**config.mk**
```make
export PLATFORM = sky130hd
export DESIGN_NAME = imem_uart_loader_flat
export DESIGN_NICKNAME = d
export VERILOG_FILES = /design/src/rtl/imem_uart_loader_if.sv /design/src/rtl/imem_uart_loader.sv /design/src/flat_wrapper.sv
export SDC_FILE = /design/constraint.sdc
export NUM_CORES = 1
export LEC_CHECK = 0
export ABC_AREA = 1
export CORE_MARGIN = 3
export CORE_UTILIZATION = 45
export CTS_BUF_LIST = sky130_fd_sc_hd__clkbuf_2 sky130_fd_sc_hd__clkbuf_4 sky130_fd_sc_hd__clkbuf_8
export DETAILED_ROUTE_END_ITERATION = 7
export HOLD_SLACK_MARGIN = 0.05
export PLACE_DENSITY = 0.71
export SLEW_MARGIN = 15
export SYNTH_ARGS = -nofsm -noshare
export SYNTH_HDL_FRONTEND = slang
export SYNTH_SLANG_ARGS = --single-unit
```
**constraint.sdc**
```tcl
create_clock -name clk -period 3.3 [get_ports clk]
set_clock_uncertainty 0.15 [all_clocks]
set_input_delay 0.33 -clock clk [delete_from_list [all_inputs] [get_ports clk]]
set_output_delay 0.33 -clock clk [all_outputs]
set_load 0.05 [all_outputs]
```
**src/rtl/imem_uart_loader_if.sv**
```systemverilog
// Bus between the UART program loader and the instruction memory / CPU reset.
// The master side is the loader; the slave side is the board, memory and host line.
interface imem_uart_loader_if #(
  parameter int ADDR_W = 5
);
  logic              rx;
  logic              load_en;
  logic              mem_we;
  logic [ADDR_W-1:0] mem_addr;
  logic [31:0]       mem_wdata;
  logic              cpu_rst;
  logic [ADDR_W:0]   word_cnt;
  logic              full;
  logic              frame_err;

  modport master (
    input  rx, load_en,
    output mem_we, mem_addr, mem_wdata, cpu_rst, word_cnt, full, frame_err
  );

  modport slave (
    output rx, load_en,
    input  mem_we, mem_addr, mem_wdata, cpu_rst, word_cnt, full, frame_err
  );
endinterface

```
**src/rtl/imem_uart_loader.sv**
```systemverilog
// Serial program loader: receives 8N1 bytes, packs them little-endian into words
// and writes them to instruction memory while holding the CPU in reset.
module imem_uart_loader #(
  parameter int CLKS_PER_BIT = 868,
  parameter int ADDR_W       = 5
) (
  input  logic               clk,
  input  logic               rst,
  imem_uart_loader_if.master bus
);
  localparam int CNT_W = $clog2(CLKS_PER_BIT);
  localparam logic [CNT_W-1:0]  BIT_END  = CNT_W'(CLKS_PER_BIT - 1);
  localparam logic [CNT_W-1:0]  HALF_END = CNT_W'(CLKS_PER_BIT / 2 - 1);
  localparam logic [CNT_W-1:0]  CNT_ONE  = CNT_W'(1);
  localparam logic [ADDR_W-1:0] ADDR_MAX = '1;
  localparam logic [ADDR_W-1:0] ADDR_ONE = ADDR_W'(1);
  localparam logic [ADDR_W:0]   WCNT_ONE = (ADDR_W + 1)'(1);

  typedef enum logic [1:0] {IDLE, START, DATA, STOP} state_e;

  logic              rxMeta_q, rxS_q, loadMeta_q, loadS_q, loadPrev_q;
  state_e            state_q, state_d;
  logic [CNT_W-1:0]  cnt_q, cnt_d;
  logic [2:0]        bitIdx_q, bitIdx_d;
  logic [7:0]        shift_q, shift_d;
  logic [1:0]        byteIdx_q, byteIdx_d;
  logic [23:0]       word_q, word_d;
  logic              memWe_q, memWe_d;
  logic [ADDR_W-1:0] memAddr_q, memAddr_d;
  logic [31:0]       memWdata_q, memWdata_d;
  logic [ADDR_W:0]   wordCnt_q, wordCnt_d;
  logic              full_q, full_d;
  logic              frameErr_q, frameErr_d;
  logic              loadRise, loadFall;

  always_ff @(posedge clk or posedge rst) begin
    if (rst) begin
      rxMeta_q   <= 1'b1;
      rxS_q      <= 1'b1;
      loadMeta_q <= 1'b0;
      loadS_q    <= 1'b0;
      loadPrev_q <= 1'b0;
      state_q    <= IDLE;
      cnt_q      <= '0;
      bitIdx_q   <= '0;
      shift_q    <= '0;
      byteIdx_q  <= '0;
      word_q     <= '0;
      memWe_q    <= 1'b0;
      memAddr_q  <= '0;
      memWdata_q <= '0;
      wordCnt_q  <= '0;
      full_q     <= 1'b0;
      frameErr_q <= 1'b0;
    end else begin
      rxMeta_q   <= bus.rx;
      rxS_q      <= rxMeta_q;
      loadMeta_q <= bus.load_en;
      loadS_q    <= loadMeta_q;
      loadPrev_q <= loadS_q;
      state_q    <= state_d;
      cnt_q      <= cnt_d;
      bitIdx_q   <= bitIdx_d;
      shift_q    <= shift_d;
      byteIdx_q  <= byteIdx_d;
      word_q     <= word_d;
      memWe_q    <= memWe_d;
      memAddr_q  <= memAddr_d;
      memWdata_q <= memWdata_d;
      wordCnt_q  <= wordCnt_d;
      full_q     <= full_d;
      frameErr_q <= frameErr_d;
    end
  end

  always_comb begin
    state_d    = state_q;
    cnt_d      = cnt_q;
    bitIdx_d   = bitIdx_q;
    shift_d    = shift_q;
    byteIdx_d  = byteIdx_q;
    word_d     = word_q;
    memWe_d    = 1'b0;
    memAddr_d  = memAddr_q;
    memWdata_d = memWdata_q;
    wordCnt_d  = wordCnt_q;
    full_d     = full_q;
    frameErr_d = frameErr_q;
    loadRise   = loadS_q & ~loadPrev_q;
    loadFall   = ~loadS_q & loadPrev_q;

    case (state_q)
      IDLE: begin
        if (!rxS_q && loadS_q) begin
          state_d = START;
          cnt_d   = '0;
        end
      end
      START: begin
        if (cnt_q == HALF_END) begin
          cnt_d    = '0;
          bitIdx_d = '0;
          state_d  = rxS_q ? IDLE : DATA;
        end else begin
          cnt_d = cnt_q + CNT_ONE;
        end
      end
      DATA: begin
        if (cnt_q == BIT_END) begin
          cnt_d   = '0;
          shift_d = {rxS_q, shift_q[7:1]};
          if (bitIdx_q == 3'd7) state_d = STOP;
          else bitIdx_d = bitIdx_q + 3'd1;
        end else begin
          cnt_d = cnt_q + CNT_ONE;
        end
      end
      STOP: begin
        if (cnt_q == BIT_END) begin
          state_d = IDLE;
          cnt_d   = '0;
          if (!rxS_q) begin
            frameErr_d = 1'b1;
          end else begin
            byteIdx_d = byteIdx_q + 2'd1;
            case (byteIdx_q)
              2'd0: word_d[7:0]   = shift_q;
              2'd1: word_d[15:8]  = shift_q;
              2'd2: word_d[23:16] = shift_q;
              default: begin
                // Once full, the write register keeps the last word written.
                if (!full_q) begin
                  memWdata_d = {shift_q, word_q};
                  memWe_d    = 1'b1;
                end
              end
            endcase
          end
        end else begin
          cnt_d = cnt_q + CNT_ONE;
        end
      end
      default: state_d = IDLE;
    endcase

    if (memWe_q) begin
      wordCnt_d = wordCnt_q + WCNT_ONE;
      if (memAddr_q == ADDR_MAX) full_d = 1'b1;
      else memAddr_d = memAddr_q + ADDR_ONE;
    end

    // Leaving load mode abandons any byte in flight and beats a same-cycle word completion.
    if (loadFall) begin
      state_d   = IDLE;
      byteIdx_d = '0;
      word_d    = '0;
      memWe_d   = 1'b0;
    end

    if (loadRise) begin
      wordCnt_d  = '0;
      memAddr_d  = '0;
      byteIdx_d  = '0;
      word_d     = '0;
      full_d     = 1'b0;
      frameErr_d = 1'b0;
    end
  end

  assign bus.mem_we    = memWe_q;
  assign bus.mem_addr  = memAddr_q;
  assign bus.mem_wdata = memWdata_q;
  assign bus.cpu_rst   = rst | loadS_q;
  assign bus.word_cnt  = wordCnt_q;
  assign bus.full      = full_q;
  assign bus.frame_err = frameErr_q;
endmodule

```
**src/flat_wrapper.sv**
```systemverilog
// flat-port wrapper written by rule: the top's interface ports become plain ports
module imem_uart_loader_flat 
#(
  parameter int CLKS_PER_BIT = 868,
  parameter int ADDR_W       = 5
)
  (clk, rst, bus_rx, bus_load_en, bus_mem_we, bus_mem_addr, bus_mem_wdata, bus_cpu_rst, bus_word_cnt, bus_full, bus_frame_err);
  imem_uart_loader_if #(.ADDR_W(ADDR_W)) bus_i ();
  input  logic clk;
  input  logic rst;
  input wire logic [$bits(bus_i.rx)-1:0] bus_rx;
  input wire logic [$bits(bus_i.load_en)-1:0] bus_load_en;
  output wire logic [$bits(bus_i.mem_we)-1:0] bus_mem_we;
  output wire logic [$bits(bus_i.mem_addr)-1:0] bus_mem_addr;
  output wire logic [$bits(bus_i.mem_wdata)-1:0] bus_mem_wdata;
  output wire logic [$bits(bus_i.cpu_rst)-1:0] bus_cpu_rst;
  output wire logic [$bits(bus_i.word_cnt)-1:0] bus_word_cnt;
  output wire logic [$bits(bus_i.full)-1:0] bus_full;
  output wire logic [$bits(bus_i.frame_err)-1:0] bus_frame_err;
  assign bus_i.rx = bus_rx;
  assign bus_i.load_en = bus_load_en;
  assign bus_mem_we = bus_i.mem_we;
  assign bus_mem_addr = bus_i.mem_addr;
  assign bus_mem_wdata = bus_i.mem_wdata;
  assign bus_cpu_rst = bus_i.cpu_rst;
  assign bus_word_cnt = bus_i.word_cnt;
  assign bus_full = bus_i.full;
  assign bus_frame_err = bus_i.frame_err;
  imem_uart_loader #(.CLKS_PER_BIT(CLKS_PER_BIT), .ADDR_W(ADDR_W)) u_core (.clk(clk), .rst(rst), .bus(bus_i));
endmodule
```
==> metrics.md <==
| Metric | Value |
|---|---|
| Status | `finished, final reports clean` |
| Post-route cell area | `around 5300 um2` |
| Seq/Total Area, Yosys | `0.5619` |
| Max frequency | `0.4311 GHz` |
| Final Max Slew Viols | `0` |
| Residual DRC | `0` |
| GRT Overall Usage | `0.1677` |
| CTS tree | `yes` |
| Commonest non-fill, non-tap cell in the layout | `nand2_1` |
| Worst-Margin Slew | `0.8824 ns` |
| FF+latch count, synth | `100` |
| Overflow after GRT | `0` |
| Dpl hpwl | `6084 um` |
| Nets | `563` |
| Die Y-Extent | `105.5 um` |
| Setup TNS | `0 ns` |
| Final WL | `8672 um` |
| Pin count of the biggest net entering global routing | `73` |
| Clk pwr share | `0.349` |
| Syn-to-layout area delta | `18.19%` |
| Post-Syn Nets | `515` |
| Crit start category | `input port` |
| # placed instances | `between 600 and 700` |
| Initial antenna violation count | `0` |
| CTS Buf Count | `9` |
| Fillcell total | `859` |
| First-pass GRT wire length | `15,150 um` |
| First DRT Iteration DRCs | `151` |
| Crit share post-route | `0.7029` |
| CTS root buf | `clkbuf_8` |
| Util after Layout | `0.5596` |
| # hold bufs at CTS | `0` |
| Input/output buffers | `50` |
| YS warnings | `0` |
| Final hold violation count | `0` |
| Critical path class | `in2out` |
| Reg2reg start | `u_core.cnt_q[0]` |
| # resized after CTS | `0` |
| Die width | `~110 um` |
| RSZ-0062 raised after global routing | `no` |
| Min Clock Period, post-route | `2.320 ns` |
| Comb power frac | `0.132` |
| Sw Share | `0.2803` |
| Hold depth | `0` |
| CP max FO | `2` |
| Worst EP required | `2.82 ns` |
| # rows | `35` |
| Worst Setup SP | `rst` |
| Clk_lat worst skew | `0.36 ns` |
| Sequential share of power | `0.519` |
| # IOs | `51` |
| VDD IR max | `0.3443 mV` |
| Critical Path Sink Type | `output port` |
| Worst relative slew slack | `0.4117` |
| Max Cap Violations | `0` |
| Number of global-route vias before repair | `3,263` |
| CTS clock-pin slew for the worst setup and hold paths | `0.09 ns` |
| Vias | `around 3,400` |
| Internal Pwr Total | `~1800 uW` |
| Setup Buffers After CTS | `0` |
| Hold WC Path Type | `reg2reg` |
| Worst-case reg-to-reg path depth | `8` |
| Yosys cell types | `29` |
| Power Density | `479.1 nW/um2` |
| CP endpoint | `bus_cpu_rst` |
| Antenna Violating Nets Remaining | `0` |
| Placed Area | `5037 um2` |
| Routability Congestion | `0.8630` |
| Reg2Reg Capture Point | `u_core.word_q[21]` |
| Avg Inst Size Synth | `a little under 9 um2` |
| Area of the mapped netlist | `4458 um2` |
| Clock tree buffer depth | `2` |
| Die area | `11,140 um2` |
| Inserted Diodes | `0` |
| Worst EP arrival | `1.84 ns` |
| Leakage | `0.002505 uW` |
| # setup viols final | `0` |
| Flop2flop setup slack | `1.10 ns` |
| P_sw | `707.4 uW` |
| Post-DR wirelength/cell | `~13 um` |
| Commonest cells after routing, fill and taps aside | `150 x nand2_1, 98 x dfrtp_1, 50 x clkdlybuf4s50_1, 49 x inv_1, 37 x nand3_1` |
| Final Non-Filler Cells | `between 600 and 700` |
| TritonRoute pass-1 iters | `4` |
| CTS sink count | `100` |
| Starting Density | `0.4735` |
| Via density | `5.003` |
| H-tree lvl count | `3` |
| Gate Count Post-Synth | `between 400 and 500` |
| Layout cells sized above 1 | `0.07623` |
| Core footprint | `around 9400 um2` |
## per-stage QoR
| step | total power (uW) | hold WS (ns) | worst slack (ns) |
|---|---|---|---|
| 6_report | 2524 | 0.2052 | 0.9805 |
| 5_1_grt | 2658 | 0.1985 | 0.8830 |
| 4_1_cts | 2556 | 0.1993 | 0.9642 |
| 3_5_place_dp | 1668 | 0.1870 | 0.9755 |
| 3_3_place_gp | 1648 | 0.1887 | 0.9658 |
| 2_1_floorplan | 1593 | 0.1812 | 0.2333 |
## how the worst min path moves through the flow
stage                            startpoint              end
final                     u_core.loadMeta_q   u_core.loadS_q
after global routing                 bus_rx  u_core.rxMeta_q
after CTS                            bus_rx  u_core.rxMeta_q
after detailed placement  u_core.loadMeta_q   u_core.loadS_q
after global placement    u_core.loadMeta_q   u_core.loadS_q
after floorplan           u_core.loadMeta_q   u_core.loadS_q
## registers in the layout, indices dropped and copies added (netlist names), 2 cells and up
register,flops
u_core.bitIdx_q,3
u_core.shift_q,8
u_core.bus.mem_addr,5
u_core.cnt_q,10
u_core.bus.word_cnt,6
u_core.byteIdx_q,2
u_core.state_q,2
u_core.bus.mem_wdata,32
u_core.word_q,24
## cell usage after synthesis (all sizes together)
master / count / share of area
nand3: 38 / 0.045
o21ai: 50 / 0.065
xor2: 3 / 0.0059
xnor2: 1 / 0.0020
inv: 50 / 0.042
o31ai: 1 / 0.0017
o22ai: 7 / 0.0098
o221a: 1 / 0.0025
nand4: 12 / 0.017
ha: 13 / 0.036
nand2: 155 / 0.13
or2: 1 / 0.0014
clkbuf: 4 / 0.0034
dfstp: 2 / 0.012
a21oi: 7 / 0.0079
nor2: 37 / 0.035
nor3: 3 / 0.0034
buf: 13 / 0.023
a31oi: 2 / 0.0028
dfrtp: 98 / 0.55
## final cells by class
class	count	area [um2]	area share
tap	129	161.4	0.03063
sequential	100	2505	0.4754
clock inverter	6	93.84	0.01781
clock buffer	10	137.6	0.02612
timing repair buffer	54	530.5	0.1007
multi-input combinational	331	1649	0.3130
inverter	50	191.4	0.03633
## layer usage
metal | wire length (um) | up-vias | GRT usage
met2 | 4288 | 60 | 0.2832
li1 | - | 1708 | -
met4 | 80 | 0 | 0.04163
met3 | 313 | 7 | 0.04409
met1 | 3990 | 1627 | 0.2160
met5 | 0 | - | 0
## worst max-delay path, cell delays in order
cell	delay, ns
clkdlybuf4s50_1	0.50
clkinvlp_4	0.12
nand2_1	0.08
clkdlybuf4s50_1	0.80
## power groups by stage
stage	Clock, uW	Sequential [uW]	Combinational (uW)
6_report	882	1310	333
5_1_grt	955	1320	386
4_1_cts	911	1310	337
3_5_place_dp	0	1330	335
3_3_place_gp	0	1330	318
2_1_floorplan	0	1320	270
## cells by family (layout without fill, tap and decap cells)
| kind of cell | Yosys count | after routing | synth area share |
|---|---|---|---|
| xor gates and xnor gates | 4 | 4 | 0.007860 |
| and+or+nand+nor | 246 | 246 | 0.2355 |
| buffers and inverters | 67 | 120 | 0.06820 |
| AOI/OAI and AO/OA | 68 | 68 | 0.09009 |
| adders and majority gates | 13 | 13 | 0.03649 |
| DFF | 100 | 100 | 0.5619 |
(Power assumes the default switching activity.)
